### src/rtl/piso_shift_scheduler_if.sv
// piso_shift_scheduler_if
//   Bundles the two word-level requester handshakes and the serial output
//   lane of piso_shift_scheduler.
//   master : producer/sink side (drives req*_valid, req*_data, ser_ready)
//   slave  : scheduler side (drives req*_ready, ser_*, busy)
// Parameter BITS: word width, 2..32.
interface piso_shift_scheduler_if #(parameter int BITS = 4);
  logic            req0_valid;
  logic [BITS-1:0] req0_data;
  logic            req0_ready;
  logic            req1_valid;
  logic [BITS-1:0] req1_data;
  logic            req1_ready;
  logic            ser_ready;
  logic            ser_out;
  logic            ser_valid;
  logic            ser_first;
  logic            ser_last;
  logic            ser_src;
  logic            busy;

  modport master (
    output req0_valid, req0_data, req1_valid, req1_data, ser_ready,
    input  req0_ready, req1_ready, ser_out, ser_valid, ser_first,
           ser_last, ser_src, busy
  );

  modport slave (
    input  req0_valid, req0_data, req1_valid, req1_data, ser_ready,
    output req0_ready, req1_ready, ser_out, ser_valid, ser_first,
           ser_last, ser_src, busy
  );
endinterface

### src/rtl/piso_shift_scheduler.sv
// piso_shift_scheduler
//   Two-requester round-robin scheduler feeding a shared PISO shifter.
//   A granted word is accepted with valid/ready, then shifted out MSB-first
//   with ser_first/ser_last frame markers; ser_ready stalls the lane.
// Ports:
//   CLK  - clock, rising edge
//   RST  - asynchronous active-high reset
//   bus  - piso_shift_scheduler_if.slave (requester handshakes, serial lane)
// Build option:
//   PISO_SCHED_BTB_EN - when defined, the next word may be accepted in the
//   same cycle the previous LSB transfers, giving gapless back-to-back words.
//
// state | meaning
// ------+------------------------------------------------------
// IDLE  | no word in flight; grant logic active
// SHIFT | word in shreg_q being serialised, bitcnt_q bits left-1
module piso_shift_scheduler #(
  parameter int BITS = 4
) (
  input logic                  CLK,
  input logic                  RST,
  piso_shift_scheduler_if.slave bus
);
  localparam int CW = $clog2(BITS);
  localparam logic [CW-1:0] CNT_MAX = CW'(BITS - 1);

  typedef enum logic {IDLE, SHIFT} state_t;

  state_t          state_q, state_d;
  logic [BITS-1:0] shreg_q, shreg_d;
  logic [CW-1:0]   bitcnt_q, bitcnt_d;
  logic            src_q, src_d;
  logic            rr_ptr_q, rr_ptr_d;
  // Low for the first cycle after reset release so no ready can fire then.
  logic            init_q;

  logic in_shift, xfer, grant_en, gnt_idx, rdy0, rdy1, accept;

  always_comb begin
    in_shift = (state_q == SHIFT);
    xfer     = in_shift && bus.ser_ready;
`ifdef PISO_SCHED_BTB_EN
    grant_en = init_q && (!in_shift || (xfer && (bitcnt_q == '0)));
`else
    grant_en = init_q && !in_shift;
`endif
    // Contention goes to rr_ptr; otherwise whichever requester is valid.
    gnt_idx  = (bus.req0_valid && bus.req1_valid) ? rr_ptr_q : bus.req1_valid;
    rdy0     = grant_en && bus.req0_valid && !gnt_idx;
    rdy1     = grant_en && bus.req1_valid && gnt_idx;
    accept   = rdy0 || rdy1;

    state_d  = state_q;
    shreg_d  = shreg_q;
    bitcnt_d = bitcnt_q;
    src_d    = src_q;
    rr_ptr_d = rr_ptr_q;

    if (xfer) begin
      shreg_d  = {shreg_q[BITS-2:0], 1'b0};
      bitcnt_d = bitcnt_q - CW'(1);
      if (bitcnt_q == '0) state_d = IDLE;
    end

    // A load overrides the final shift when back-to-back is enabled.
    if (accept) begin
      shreg_d  = gnt_idx ? bus.req1_data : bus.req0_data;
      src_d    = gnt_idx;
      bitcnt_d = CNT_MAX;
      rr_ptr_d = ~gnt_idx;
      state_d  = SHIFT;
    end
  end

  always_ff @(posedge CLK or posedge RST) begin
    if (RST) begin
      state_q  <= IDLE;
      shreg_q  <= '0;
      bitcnt_q <= '0;
      src_q    <= 1'b0;
      rr_ptr_q <= 1'b0;
      init_q   <= 1'b0;
    end else begin
      state_q  <= state_d;
      shreg_q  <= shreg_d;
      bitcnt_q <= bitcnt_d;
      src_q    <= src_d;
      rr_ptr_q <= rr_ptr_d;
      init_q   <= 1'b1;
    end
  end

  assign bus.req0_ready = rdy0;
  assign bus.req1_ready = rdy1;
  assign bus.ser_valid  = in_shift;
  assign bus.busy       = in_shift;
  assign bus.ser_out    = in_shift && shreg_q[BITS-1];
  assign bus.ser_first  = in_shift && (bitcnt_q == CNT_MAX);
  assign bus.ser_last   = in_shift && (bitcnt_q == '0);
  assign bus.ser_src    = src_q;
endmodule

### src/flat_wrapper.sv
// flat-port wrapper written by rule: the top's interface ports become plain ports
module piso_shift_scheduler_flat 
#(
  parameter int BITS = 4
)
  (CLK, RST, bus_req0_valid, bus_req0_data, bus_req1_valid, bus_req1_data, bus_ser_ready, bus_req0_ready, bus_req1_ready, bus_ser_out, bus_ser_valid, bus_ser_first, bus_ser_last, bus_ser_src, bus_busy);
  piso_shift_scheduler_if #(.BITS(BITS)) bus_i ();
  input logic CLK;
  input logic RST;
  input wire logic [$bits(bus_i.req0_valid)-1:0] bus_req0_valid;
  input wire logic [$bits(bus_i.req0_data)-1:0] bus_req0_data;
  input wire logic [$bits(bus_i.req1_valid)-1:0] bus_req1_valid;
  input wire logic [$bits(bus_i.req1_data)-1:0] bus_req1_data;
  input wire logic [$bits(bus_i.ser_ready)-1:0] bus_ser_ready;
  output wire logic [$bits(bus_i.req0_ready)-1:0] bus_req0_ready;
  output wire logic [$bits(bus_i.req1_ready)-1:0] bus_req1_ready;
  output wire logic [$bits(bus_i.ser_out)-1:0] bus_ser_out;
  output wire logic [$bits(bus_i.ser_valid)-1:0] bus_ser_valid;
  output wire logic [$bits(bus_i.ser_first)-1:0] bus_ser_first;
  output wire logic [$bits(bus_i.ser_last)-1:0] bus_ser_last;
  output wire logic [$bits(bus_i.ser_src)-1:0] bus_ser_src;
  output wire logic [$bits(bus_i.busy)-1:0] bus_busy;
  assign bus_i.req0_valid = bus_req0_valid;
  assign bus_i.req0_data = bus_req0_data;
  assign bus_i.req1_valid = bus_req1_valid;
  assign bus_i.req1_data = bus_req1_data;
  assign bus_i.ser_ready = bus_ser_ready;
  assign bus_req0_ready = bus_i.req0_ready;
  assign bus_req1_ready = bus_i.req1_ready;
  assign bus_ser_out = bus_i.ser_out;
  assign bus_ser_valid = bus_i.ser_valid;
  assign bus_ser_first = bus_i.ser_first;
  assign bus_ser_last = bus_i.ser_last;
  assign bus_ser_src = bus_i.ser_src;
  assign bus_busy = bus_i.busy;
  piso_shift_scheduler #(.BITS(BITS)) u_core (.CLK(CLK), .RST(RST), .bus(bus_i));
endmodule
### config.mk
export PLATFORM = sky130hd
export DESIGN_NAME = piso_shift_scheduler_flat
export DESIGN_NICKNAME = d
export VERILOG_FILES = /design/src/rtl/piso_shift_scheduler_if.sv /design/src/rtl/piso_shift_scheduler.sv /design/src/flat_wrapper.sv
export SDC_FILE = /design/constraint.sdc
export NUM_CORES = 1
export LEC_CHECK = 0
export CAP_MARGIN = 25
export CORE_MARGIN = 1.5
export CORE_UTILIZATION = 42
export DETAILED_ROUTE_END_ITERATION = 10
export GPL_TIMING_DRIVEN = 1
export PLACE_DENSITY = 0.76
export SLEW_MARGIN = 15
export SYNTH_ARGS = -nofsm -noshare
export SYNTH_HDL_FRONTEND = slang
export SYNTH_SLANG_ARGS = --single-unit
### constraint.sdc
create_clock -name CLK -period 1.59 [get_ports CLK]
set_input_delay 0.3975 -clock CLK [delete_from_list [all_inputs] [get_ports CLK]]
set_output_delay 0.3975 -clock CLK [all_outputs]
set_load 0.1 [all_outputs]
Word-level counts from Yosys, hierarchy flattened
Index checks and enable logic that the tools add are counted. W data, S select, Z words.

Output and inout bits: 8. Bits in registers: 10. Word-level logic and storage cells: 35. Input bits: 13.

Equal/unequal tests: 1. Muxes and demuxes: 9. Bitwise operators: 1. Reduce and logical (&&, ||, !) cells: 17. $add $sub $neg: 1.

Operator list (number): $mux W4 (3); $logic_and A1 B1 Y1 (10); $mux W1 (4); $mux W2 (2); $reduce_bool A2 Y1 (2); $eq A2 B2 Y1 const B (1); $logic_not A1 Y1 (2); $logic_not A2 Y1 (1); $reduce_and A2 Y1 (1); $sub A2 B1 Y2 const B (1); $logic_or A1 B1 Y1 (1); $not A1 Y1 (1).

Depth between registers and ports, before layout
Depth in word-level cells: 7. Mapped depth: 5.

Least setup slack after synthesis
OpenSTA, ideal clock, no wires.

Path type: register to output. Start: reg u_core.state_q, in the netlist u_core.bus.busy. End: out bus_req0_ready. Path slack: -1550 ps. Stages on the path, launching flop included: 5. Arrival time: 2743 ps. Cells stage by stage: dfrtp_1 -> nor2b_1 -> buf_2 -> nand2_1 -> a21oi_1.

Word-level cells in the longest chain between the ends: 4.

RTL lines: start: declaration (line piso_shift_scheduler.sv:29) `state_t state_q, state_d;`; start signal: assignment (line piso_shift_scheduler.sv:84) `state_q <= state_d;`; $logic_not A1 Y1 (line piso_shift_scheduler.sv:45) `grant_en = init_q && !in_shift;`; $logic_and A1 B1 Y1 (line piso_shift_scheduler.sv:45); $logic_and A1 B1 Y1 (2 in series) (line piso_shift_scheduler.sv:49) `rdy0 = grant_en && bus.req0_valid && !gnt_idx;`; end: declaration (line flat_wrapper.sv:15) `output wire logic [$bits(bus_i.req0_ready)-1:0] bus_req0_ready;`.

Every way passes these cells.

Worst setup path in the final report
Same ends and word-level chain as after synthesis.

==> reports/results.ini <==
[status]
status=finished with violations
failed_checks=negative setup slack

[timing]
drv_slew=0
finalCriticalPeriod_ns=1.71
fmax_mhz=586
final-setup-viol-count=7
skew_ns=0.00108
hold_ws_ns=0.424
finalHoldViolations=0
grt_setup_unrepaired=true
setup_slack_ns=-0.118
period_share=1.07

[global_routing]
track_usage=0.232
grt_max_degree=11
met2_usage=0.435
antenna_found_initial=0
overflow=0
use_met1=0.261
grtUsageMet3=0.0167
grt_pass1_vias=590
grt_pass1_wl_um=2460
busiest_layer=met2

[clock_tree]
clk_latency_ns=0.27
cts_buffers=3
numClockSinks=10
htreeDepth=1
cts-root-buf=clkbuf_4
tritoncts=done
clk_pin_slew_ns=0.06
cts_buffer_depth=2

[layout]
final_cell_mix=buf_4, nand2_1, clkdlybuf4s50_1
final_common_cell=buf_4
drive_gt1_frac=0.417
n_antenna_cell=0
nFillCells=74
final_net_count=119
area_growth_syn_to_layout_pct=87.2
design_area_sq_um=1080

[die]
fp-row-count=13
ios=21
start_util=0.450
die_height_um=40.1
dieArea_sq_um=1610
fp.dieW_um=40.1
fp.coreArea_sq_um=1280

[logic_synthesis]
synthAdderAreaFrac=0.0433
synth_compound_area_frac=0.175
synth_seq_cells=10
avgSynthCellArea_sq_um=8.89
ys.flop_type=dfrtp_1
synth-simple-area-share=0.260
synth_fp_nets=80
syn-instance-count=65
synth_top_area_frac=0.433
async_flop_share=1.00
synth_edf_count=0
synthMuxAreaShare=0
synth_top_family_by_area=simple AND/OR/NAND/NOR gates
syn_area_sq_um=578
synthXorXnorAreaFrac=0.0152
synth-seq-area-share=0.433
yosysUniqueCellTypes=25
yosysTopAreaCell=dfrtp_1
yosys_warnings=0
yosys-top-cells-area=dfrtp_1, nand2_1, a221oi_1

[worst_setup_path]
crit_family=flip-flops
critPathRequiredTime_ns=1.19
crit_fanout=3
path_cells=nor2b_4 > nand2_4 > a21oi_4 > buf_12
crit_path_start_kind=flip-flop
crit_slowest_cell=dfrtp_4
cp.arrival_ns=1.31
end_kind=output port
criticalPathCategory=flip-flop to output port
max_stage_delay_ns=0.50
path_buf_inv=1

[power_and_ir_drop]
leakage_nw=0.502
peakVddDrop_uv=1410
p_total_mw=2.40
cellPowerDensity_nw_per_um2=2220

[placed_design]
dp_hpwl_um=1110
placed_area_sq_um=962
io_buffers=20
place_ws_ns=-0.296
gp_congestion=0.770

[drt]
drc_errors=0
viasPerCell=5.33
drt-total-wl_um=1620
dr.pass1.iters=4
avgRoutedWirePerCell_um=13.7
drtAntennaViolNets=0
drtIter0Drc=13
vias=629

[job]
cap_violations=0

[min_path]
holdCritPathClass=input port to asynchronous set/reset pin

[cell families (layout without fill, tap and decap cells)]
kind of cell,count (synthesis),in the layout
xor gates and xnor gates,1,1
buffers and inverters,7,45
AOI/OAI and AO/OA,15,15
and+or+nand+nor,29,29
adders and majority gates,2,2
other,1,1
DFF,10,10
[layout make-up]
cell class | instances | area [sq um] | share of cell area
Sequential cell | 10 | 254 | 0.235
Multi-Input combinational cell | 48 | 345 | 0.319
Inverter | 4 | 15.0 | 0.0139
Tap cell | 15 | 18.8 | 0.0173
Clock buffer | 4 | 36.3 | 0.0335
Timing Repair Buffer | 37 | 413 | 0.382
[sequential cells by signal (all words and copies together), names as in the netlist]
register,flops
u_core.bitcnt_q,2
u_core.bus.busy,1
u_core.bus.ser_src,1
u_core.init_q,1
u_core.rr_ptr_q,1
u_core.shreg_q,4
[synthesized netlist by cell type, types with 2 or more instances]
library cell  instances
nand2b_1              2
inv_1                 4
a221oi_1              3
a31oi_1               4
a21oi_1               2
ha_1                  2
nand2_1              12
and3_1                3
dfrtp_1              10
o21ai_0               3
nor2b_1               2
nand3_1               3
and2_1                3
[metal layers]
layer	vias to the layer above	routed length (um)
li1	300	-
met1	302	644
met2	22	871
met3	5	65
met4	0	40
met5	-	0
[metrics by stage]
step / std cells / TNS (ns) / utilization
final: 118 / -0.255 / 0.842
after global routing: 118 / -0.423 / 0.842
after CTS: 114 / -0.243 / 0.809
after detailed placement: 107 / -1.39 / 0.749
after global placement: 107 / -1.15 / 0.749
after floorplan: 65 / -0.499 / -
[path summary, 6_finish.rpt]
path,startpoint,end,slack [ns],cells after the start
max,u_core.bus.busy$_DFFE_PP0P_,bus_req0_ready,-0.12,4
min,RST,u_core.bus.ser_src$_DFFE_PP0P_,0.42,2
max reg2reg,u_core.bus.busy$_DFFE_PP0P_,u_core.shreg_q[2]$_DFFE_PP0P_,0.23,5
min reg2reg,u_core.bus.ser_src$_DFFE_PP0P_,u_core.bus.ser_src$_DFFE_PP0P_,0.56,1
max in group asynchronous,RST,u_core.bus.busy$_DFFE_PP0P_,0.86,2
min in group CLK,u_core.bus.ser_src$_DFFE_PP0P_,u_core.bus.ser_src$_DFFE_PP0P_,0.56,1
[report_power, final]
part | switching, mW | total [mW] | leakage (nW) | internal, mW
logic | 0.983 | 1.71 | 0.363 | 0.722
clock network | 0.0888 | 0.228 | 0.0210 | 0.139
registers | 0.0897 | 0.467 | 0.118 | 0.377
[repair_timing]
| action | CTS | global route |
|---|---|---|
| hold buffers | 0 | 0 |
| setup buffers | 3 | 4 |
| pin swaps | 1 | 1 |
| resized for setup | 11 | 3 |
| endpoints found under the setup margin | 5 | 7 |
(Power assumes the default switching activity.)
